[src/rtl/processor_pkg.sv]
// Shared types and constants for the matrix-vector processor control path.
package processor_pkg;

  localparam int NMAX_DEFAULT  = 16;
  localparam int LANES_DEFAULT = 4;

  typedef enum logic [2:0] {
    IDLE,
    LOAD,
    OP,
    RESULT,
    POP_RES,
    TRANSMIT,
    TX_WAIT,
    DONE
  } MXV_STATE_e;

  // Number of row passes needed to cover n rows with the given lane count.
  function automatic int passes(input int n, input int lanes);
    return (n + lanes - 1) / lanes;
  endfunction

endpackage

[src/rtl/mxv_lane_mask.sv]
// Combinational lane-valid generator: lane i is live when its row index
// pass*LANES+i falls inside the latched matrix dimension.
module mxv_lane_mask #(
  parameter int LANES = 4,
  parameter int CNT_W = 5
) (
  input  logic [CNT_W-1:0] pass,
  input  logic [CNT_W-1:0] n,
  output logic [LANES-1:0] lane_mask
);

  for (genvar gi = 0; gi < LANES; gi++) begin : g_lane
    // 32-bit arithmetic so the row index cannot wrap at CNT_W bits.
    assign lane_mask[gi] = (32'(pass) * 32'(LANES) + 32'(gi)) < 32'(n);
  end

endmodule

[src/rtl/mxv_sequencer.sv]
// Control sequencer: runs ceil(N/LANES) compute passes over the operand
// stream, then drains N results one at a time through the transmitter.
module mxv_sequencer
  import processor_pkg::*;
#(
  parameter int NMAX  = NMAX_DEFAULT,
  parameter int LANES = LANES_DEFAULT,
  parameter int CNT_W = $clog2(NMAX + 1)
) (
  input  logic             clk,
  input  logic             rst,
  input  logic             start,
  input  logic [CNT_W-1:0] N,
  input  logic             fifo_empty,
  input  logic             result_full,
  input  logic             working,
  input  logic             abort,
  output logic             pop,
  output logic             p_enable,
  output logic             p_retro,
  output logic             clr,
  output logic             push,
  output logic [LANES-1:0] lane_mask,
  output logic             pop_result,
  output logic             transmit,
  output logic             busy,
  output logic             done,
  output logic             err
);

  MXV_STATE_e       state_q, state_d;
  logic [CNT_W-1:0] n_q, n_d;
  logic [CNT_W-1:0] col_q, col_d;
  logic [CNT_W-1:0] pass_q, pass_d;
  logic [CNT_W-1:0] res_q, res_d;
  logic             guard_q, guard_d;

  logic [CNT_W-1:0] n_last;
  logic             last_pass;
  logic             start_ok;

  assign n_last    = n_q - CNT_W'(1);
  assign last_pass = (int'(pass_q) == passes(int'(n_q), LANES) - 1);
  assign start_ok  = (N != '0) && (32'(N) <= 32'(NMAX));

  mxv_lane_mask #(
    .LANES(LANES),
    .CNT_W(CNT_W)
  ) u_lane_mask (
    .pass     (pass_q),
    .n        (n_q),
    .lane_mask(lane_mask)
  );

  // State and counter registers with synchronous active-low reset.
  always_ff @(posedge clk) begin
    if (!rst) begin
      state_q <= IDLE;
      n_q     <= '0;
      col_q   <= '0;
      pass_q  <= '0;
      res_q   <= '0;
      guard_q <= 1'b0;
    end else begin
      state_q <= state_d;
      n_q     <= n_d;
      col_q   <= col_d;
      pass_q  <= pass_d;
      res_q   <= res_d;
      guard_q <= guard_d;
    end
  end

  // Next-state, counter updates and state-decoded outputs; abort overrides last.
  always_comb begin
    state_d    = state_q;
    n_d        = n_q;
    col_d      = col_q;
    pass_d     = pass_q;
    res_d      = res_q;
    guard_d    = 1'b0;
    pop        = 1'b0;
    p_enable   = 1'b0;
    p_retro    = 1'b0;
    clr        = 1'b0;
    push       = 1'b0;
    pop_result = 1'b0;
    transmit   = 1'b0;
    done       = 1'b0;
    err        = 1'b0;
    busy       = (state_q != IDLE);

    case (state_q)
      IDLE: begin
        if (start) begin
          if (!start_ok) begin
            err = 1'b1;
          end else begin
            n_d     = N;
            col_d   = '0;
            pass_d  = '0;
            res_d   = '0;
            clr     = 1'b1;
            state_d = LOAD;
          end
        end
      end
      LOAD: begin
        pop = !fifo_empty;
        if (!fifo_empty) state_d = OP;
      end
      OP: begin
        p_enable = 1'b1;
        if (col_q == n_last) begin
          col_d   = '0;
          state_d = RESULT;
        end else begin
          col_d   = col_q + CNT_W'(1);
          state_d = LOAD;
        end
      end
      RESULT: begin
        push    = !result_full;
        p_retro = !result_full;
        if (!result_full) begin
          clr = 1'b1;
          if (last_pass) begin
            state_d = POP_RES;
          end else begin
            pass_d  = pass_q + CNT_W'(1);
            state_d = LOAD;
          end
        end
      end
      POP_RES: begin
        pop_result = 1'b1;
        state_d    = TRANSMIT;
      end
      TRANSMIT: begin
        transmit = 1'b1;
        guard_d  = 1'b1;  // transmitter raises working one cycle late
        state_d  = TX_WAIT;
      end
      TX_WAIT: begin
        if (!guard_q && !working) begin
          if (res_q == n_last) begin
            state_d = DONE;
          end else begin
            res_d   = res_q + CNT_W'(1);
            state_d = POP_RES;
          end
        end
      end
      DONE: begin
        done    = 1'b1;
        state_d = IDLE;
      end
      default: state_d = IDLE;
    endcase

    if (abort && (state_q != IDLE)) begin
      state_d  = IDLE;
      col_d    = col_q;
      pass_d   = pass_q;
      res_d    = res_q;
      guard_d  = 1'b0;
      pop      = 1'b0;
      push     = 1'b0;
      transmit = 1'b0;
      clr      = 1'b1;
    end
  end

endmodule

[config.mk]
export PLATFORM = sky130hd
export DESIGN_NAME = mxv_sequencer
export DESIGN_NICKNAME = d
export VERILOG_FILES = /design/src/rtl/processor_pkg.sv /design/src/rtl/mxv_lane_mask.sv /design/src/rtl/mxv_sequencer.sv
export SDC_FILE = /design/constraint.sdc
export NUM_CORES = 1
export LEC_CHECK = 0
export CORE_UTILIZATION = 30
export DETAILED_ROUTE_END_ITERATION = 8
export GPL_ROUTABILITY_DRIVEN = 0
export PLACE_DENSITY = 0.56
export SYNTH_ARGS = -nofsm -noshare
export SYNTH_HDL_FRONTEND = slang
export SYNTH_HIERARCHICAL = 1
export SYNTH_SLANG_ARGS = --single-unit
[constraint.sdc]
create_clock -name clk -period 3.5 [get_ports clk]
set_input_delay 1.05 -clock clk [delete_from_list [all_inputs] [get_ports clk]]
set_output_delay 1.05 -clock clk [all_outputs]
set_load 0.02 [all_outputs]
==> impl_metrics.py, run 1 <==
metrics = {
    "outcome": {
        "status": "completed",
    },
    "die": {
        "core_area_um2": 5640,
        "die_area_um2": 6340,
        "dieWidth_um": 79.6,
        "die_h_um": 79.6,
        "initial_core_util_pct": 32.0,
        "num_rows": 27,
        "io_pins": 26,
    },
    "clocking": {
        "clk-insertion-delay-late_ns": 0.27,
        "cts_htree_levels": 1,
        "postCtsHoldBufs": 0,
        "root_buffer": "clkbuf_8",
        "cts.sinks": 24,
        "cts_tree": "built",
        "clkSlewWorstSetupHoldPaths_ns": 0.10,
        "clock_path_buffers": 2,
        "numCtsBuffers": 3,
    },
    "cells_and_area": {
        "diodes": 0,
        "drive_above_1_share_pct": 14.1,
        "syn_to_final_growth_pct": 31.3,
        "fin_nets": 300,
        "finalNonFillerCells": 349,
    },
    "sta": {
        "slew_violations": 0,
        "slew_headroom_pct": 62.2,
        "setup_viol": 0,
        "finalHoldViolCount": 0,
        "rsz0062_at_grt": "no",
        "finalCriticalPeriod_ns": 3.43,
        "worstMarginPinSlew_ns": 0.565,
        "holdWs_ns": 0.543,
        "finalCritPeriodShare_pct": 98.1,
        "finClkSkew_ns": 0.00872,
        "max_freq_ghz": 0.291,
        "fin_setup_tns_ns": 0,
    },
    "setup_path": {
        "cp-end-kind": "output port",
        "cp_slowest_stage_delay_ns": 0.46,
        "crit_start": "result_full",
        "r2r_end": "pass_q[3]",
        "crit_chain": "clkdlybuf4s50_1 -> or2_2 -> nor2_1 -> dlygate4sd2_1",
        "ff2ff_setup_slack_ns": 0.44,
        "path_class": "input port to output port",
        "crit_arrival_ns": 2.38,
        "worstPathRequired_ns": 2.45,
        "r2r-start": "n_q[0]",
        "crit_slowest_cell": "clkdlybuf4s50_1",
        "endpoint": "push",
        "reg2reg_depth": 10,
        "crit_fanout": 4,
        "start_kind": "input port",
    },
    "synth": {
        "syn-instance-count": 232,
        "synth_top_family_by_area": "simple AND/OR/NAND/NOR gates",
        "async_flop_share_pct": 0,
        "synth_commonest_cells": "24 x dfxtp_1, 24 x nor2_1, 23 x nand2_1",
        "synth.top_cell.area_share_pct": 26.6,
        "synth_ff_type": "dfxtp_1",
        "synth-edff-count": 0,
        "yosysWarningCount": 6,
        "ys_seq_elements": 24,
        "synth.distinct_cells": 44,
        "synth-compound-area-share_pct": 16.5,
        "synth_fp_nets": 254,
        "synth.area.top_cells": "dfxtp_1 27%, ha_1 6.9%, xnor2_1 5.8%",
        "synth_area_um2": 1810,
        "postSynthAreaPerCell_um2": 7.79,
        "muxShareOfSynthArea_pct": 2.35,
        "synth.largest_area_cell": "dfxtp_1",
        "synthSimpleGateAreaFrac_pct": 28.0,
        "synthAdderAreaFrac_pct": 6.92,
        "synth_xor_area_share_pct": 14.9,
        "seq_area_frac_synth_pct": 26.6,
    },
    "routing": {
        "drt_iter0_markers": 92,
        "vias_per_cell": 4.99,
        "wl_per_cell_um": 13.2,
        "ant_nets": 0,
        "first_pass_iters": 4,
        "vias": 1743,
        "wirelength_um": 4590,
        "drc": 0,
    },
    "place": {
        "port_buffers": 25,
        "hpwl_um": 3480,
        "placed_cells": 344,
    },
    "flow_run": {
        "cap_violations": 0,
    },
    "global_routing": {
        "first_global_vias": 1629,
        "groute.usage.overall_pct": 15.2,
        "grt_pass1_wl_um": 7670,
        "overflow": 0,
        "antenna_found_initial": 0,
        "grt_max_degree": 15,
    },
    "worst_hold_path": {
        "hp-class": "flip-flop to flip-flop",
    },
    "pwr": {
        "ir_drop_mv": 0.138,
        "powerDensity_nw_per_um2": 319,
        "p_leak_uw": 0.000991,
    },
}
==> cell families after synthesis <==
group | Yosys count
AOI/OAI and AO/OA | 48
xor gates and xnor gates | 26
adders and majority gates | 10
buffers and inverters | 20
DFF | 24
muxes | 4
and+or+nand+nor | 100
==> routing by layer <==
metal | wire [um] | share of wire [%] | GRT usage [%] | vias up
li1 | - | - | - | 902
met1 | 2350 | 51 | 20.9 | 814
met2 | 2130 | 46 | 25.7 | 23
met3 | 102 | 2.2 | 2.29 | 4
met4 | 14 | 0.30 | 1.64 | 0
met5 | 0 | 0 | 0 | -
==> critical path: cells and delay by family <==
| kind | cells | cell delay [ns] |
|---|---|---|
| buf+inv | 2 | 0.81 |
| simple gates | 2 | 0.52 |
==> placed cells by master (no fill, tap or decap), drive strengths merged, types with 2 or more instances in the layout <==
cell type / count
buf: 25
nor2: 24
dfxtp: 24
nand2: 23
a21oi: 17
clkdlybuf4s50: 17
nand3: 14
inv: 12
xnor2: 12
xor2: 11
o21ai: 11
ha: 10
nand2b: 7
nor3: 6
and3: 5
dlygate4sd2: 5
o21a: 4
nor3b: 4
or3: 4
nand3b: 3
xnor3: 3
a21boi: 3
o211ai: 3
clkbuf: 3
nor4: 3
or4: 2
nor2b: 2
o22ai: 2
mux2: 2
mux2i: 2
==> worst min-delay path by stage <==
stage               startpoint        end  slack (ns)  depth (start not counted)
CTS                   res_q[4]   res_q[4]        0.55                          2
detailed placement    res_q[4]   res_q[4]        0.52                          2
global route         pass_q[4]  pass_q[4]        0.59                          2
global placement      res_q[4]   res_q[4]        0.51                          2
finish                res_q[4]   res_q[4]        0.54                          2
floorplan            pass_q[4]  pass_q[4]        0.48                          2
==> through the flow <==
step                setup WS (ns)  total power (uW)  area, um2  utilization, %
floorplan                   0.270               425       1810               -
global placement           -0.550               512       2280            40.4
detailed placement         -0.539               513       2280            40.4
CTS                       0.00967               763       2350            41.7
global route              0.00319               801       2370            42.1
finish                     0.0675               758       2370            42.1
==> where the power goes <==
group	leakage, uW	switching (uW)	internal (uW)	total [uW]
Sequential	0.000194	14.9	279	294
Clock	0.0000357	96.6	153	250
Combinational	0.000761	104	110	214
Total	0.000991	215	542	758
==> flip-flops by register name (all words and copies together) (netlist names) <==
name	count
col_q	5
n_q	5
pass_q	5
res_q	5
state_q	3
guard_q	1
==> layout make-up <==
cell class | instances | area (um2)
clock buffer | 3 | 41.3
clock inverter | 1 | 30.0
fill | 578 | 3270
inverter | 13 | 48.8
multi-input combinational | 188 | 1270
sequential | 24 | 480
tap | 72 | 90.1
timing repair buffer | 48 | 418
==> what timing repair did <==
item / in CTS / in global routing
pin swaps: 3 / 1
resized for setup: 18 / 3
setup endpoints to repair: 6 / 2
buffers inserted: 0 / 1
Power figures use the tool's default switching activity.
==> run 2: changes to the inputs <==
Settings changed: MAX_ROUTING_LAYER set to met4, SKIP_LAST_GASP set to 1.
==> run 2 against run 1 <==
Non-clock buffer count grew 1. Clock skew grew 0.00093 ns. Count of clock-buffer cells in the layout is the same. Critical path depth grew 3. Global-route usage grew 0.41 points. First-iteration DRC count shrank 9.8%. Critical endpoint is now err. Register-to-register slack is essentially flat. Largest power group unchanged.
==> impl_metrics.py, run 2 (synthesis gave the netlist of run 1 again) <==
metrics = {
    "routing": {
        "wl_per_cell_um": 13.2,
        "drc": 0,
        "vias": 1740,
        "vias_per_cell": 4.97,
        "first_pass_iters": 4,
        "drt_iter0_markers": 83,
        "ant_nets": 0,
        "wirelength_um": 4620,
    },
    "flow_run": {
        "cap_violations": 0,
    },
    "setup_path": {
        "ff2ff_setup_slack_ns": 0.45,
        "cp-end-kind": "output port",
        "path_class": "input port to output port",
        "reg2reg_depth": 12,
        "crit_slowest_cell": "clkdlybuf4s50_1",
        "worstPathRequired_ns": 2.45,
        "start_kind": "input port",
        "endpoint": "err",
        "crit_fanout": 2,
        "r2r-start": "n_q[0]",
        "r2r_end": "pass_q[3]",
        "crit_start": "N[2]",
        "crit_arrival_ns": 2.39,
        "cp_slowest_stage_delay_ns": 0.43,
        "crit_chain": "clkdlybuf4s50_1 -> nor4_2 -> buf_4 -> xnor2_2 -> buf_4 -> nor2_1 -> buf_4",
        "crit_top_cell": "buf_4",
    },
    "die": {
        "dieWidth_um": 79.6,
        "core_area_um2": 5640,
        "die_h_um": 79.6,
        "die_area_um2": 6340,
        "io_pins": 26,
        "initial_core_util_pct": 32.0,
        "num_rows": 27,
    },
    "global_routing": {
        "groute.usage.overall_pct": 15.6,
        "overflow": 0,
        "grt_max_degree": 15,
        "grt_pass1_wl_um": 7670,
        "antenna_found_initial": 0,
        "first_global_vias": 1627,
    },
    "place": {
        "hpwl_um": 3480,
        "preCtsSetupSlack_ns": -0.539,
        "placed_cell_area_um2": 2280,
        "port_buffers": 25,
    },
    "cells_and_area": {
        "layout_common_cells": "26 x buf_4, 24 x nor2_1, 24 x dfxtp_1, 23 x nand2_1",
        "drive_above_1_share_pct": 14.4,
        "fin_nets": 301,
        "diodes": 0,
        "nFillCells": 576,
        "final_area_um2": 2380,
        "final_common_cell": "buf_4",
        "syn_to_final_growth_pct": 31.8,
    },
    "sta": {
        "holdWs_ns": 0.543,
        "worstMarginPinSlew_ns": 0.547,
        "rsz0062_at_grt": "no",
        "max_freq_ghz": 0.291,
        "finalHoldViolCount": 0,
        "slew_headroom_pct": 63.1,
        "finClkSkew_ns": 0.00965,
        "finalCriticalPeriod_ns": 3.44,
        "setup_viol": 0,
        "finalCritPeriodShare_pct": 98.2,
        "slew_violations": 0,
        "finalWorstSetupSlack_ns": 0.0624,
    },
    "pwr": {
        "ir_drop_mv": 0.137,
        "clockPowerShare_pct": 32.7,
        "p_leak_uw": 0.00100,
        "swShare_pct": 28.2,
        "seqPwrFrac_pct": 38.8,
        "powerDensity_nw_per_um2": 317,
        "internal-power_uw": 543,
        "netSwitchingPower_uw": 213,
        "p_comb_share_pct": 28.5,
    },
    "worst_hold_path": {
        "hp-class": "flip-flop to flip-flop",
    },
    "clocking": {
        "numCtsBuffers": 3,
        "clkSlewWorstSetupHoldPaths_ns": 0.10,
        "cts.sinks": 24,
        "cts_tree": "built",
        "cts_htree_levels": 1,
        "clock_path_buffers": 2,
        "root_buffer": "clkbuf_8",
        "clk-insertion-delay-late_ns": 0.27,
    },
    "outcome": {
        "status": "completed",
    },
}
==> run 2: changes by cell type in the layout (fill, tap and decap cells not counted) <==
cell,delta
buf_4,+2
buf_6,-1
dlymetal6s2s_1,+1
dlygate4sd2_1,-1
==> run 2: how the worst min path moves through the flow <==
stage / from / endpoint / depth (start not counted)
final: res_q[4] / res_q[4] / 2
after global routing: pass_q[4] / pass_q[4] / 2
after CTS: res_q[4] / res_q[4] / 2
after detailed placement: res_q[4] / res_q[4] / 2
after global placement: res_q[4] / res_q[4] / 2
after floorplan: pass_q[4] / pass_q[4] / 2
==> run 2: power by group through the flow <==
| stage | Sequential, uW | Clock [uW] | Combinational (uW) |
|---|---|---|---|
| detailed placement | 300 | 0 | 213 |
| global route | 295 | 268 | 238 |
| CTS | 294 | 255 | 214 |
| floorplan | 290 | 0 | 135 |
| global placement | 300 | 0 | 212 |
| finish | 294 | 247 | 215 |
==> run 2: final cells by class <==
cell class	instances	area, um2	share of cell area [%]
timing repair buffer	49	425	17.9
tap	72	90.1	3.78
clock inverter	1	30.0	1.26
inverter	13	48.8	2.05
clock buffer	3	41.3	1.73
sequential	24	480	20.2
multi-input combinational	188	1270	53.2
==> run 2: repair_timing <==
item	CTS	global route
setup endpoints to repair	6	2
buffers inserted	0	2
hold buffers	0	0
gates resized for setup	14	6
pin swaps	1	2
==> run 2: metrics by stage <==
| stage | utilization (%) | cells | power (uW) | setup TNS [ns] |
|---|---|---|---|---|
| floorplan | - | 232 | 425 | 0 |
| finish | 42.2 | 350 | 756 | 0 |
| CTS | 41.8 | 348 | 763 | -0.152 |
| global placement | 40.4 | 344 | 512 | -1.56 |
| global route | 42.2 | 350 | 802 | 0 |
| detailed placement | 40.4 | 344 | 513 | -1.51 |
==> run 2: critical path, delay by kind of cell <==
family	cells	cell delay, ns
simple gates	2	0.36
buf+inv	4	0.90
xor+xnor	1	0.08
==> run 2: per-layer routing <==
metal	track usage (%)	part of all wire, %
met4	1.64	0.17
met1	21.0	50
met2	25.7	46
met3	2.06	3.4
met5	-	0
==> run 3: changes to the inputs <==
Settings changed: CTS_CLUSTER_SIZE set to 30, TNS_END_PERCENT set to 100.
==> results of run 3 <==
Same layout as run 2: the final DEF is identical, and so are final timing and power.
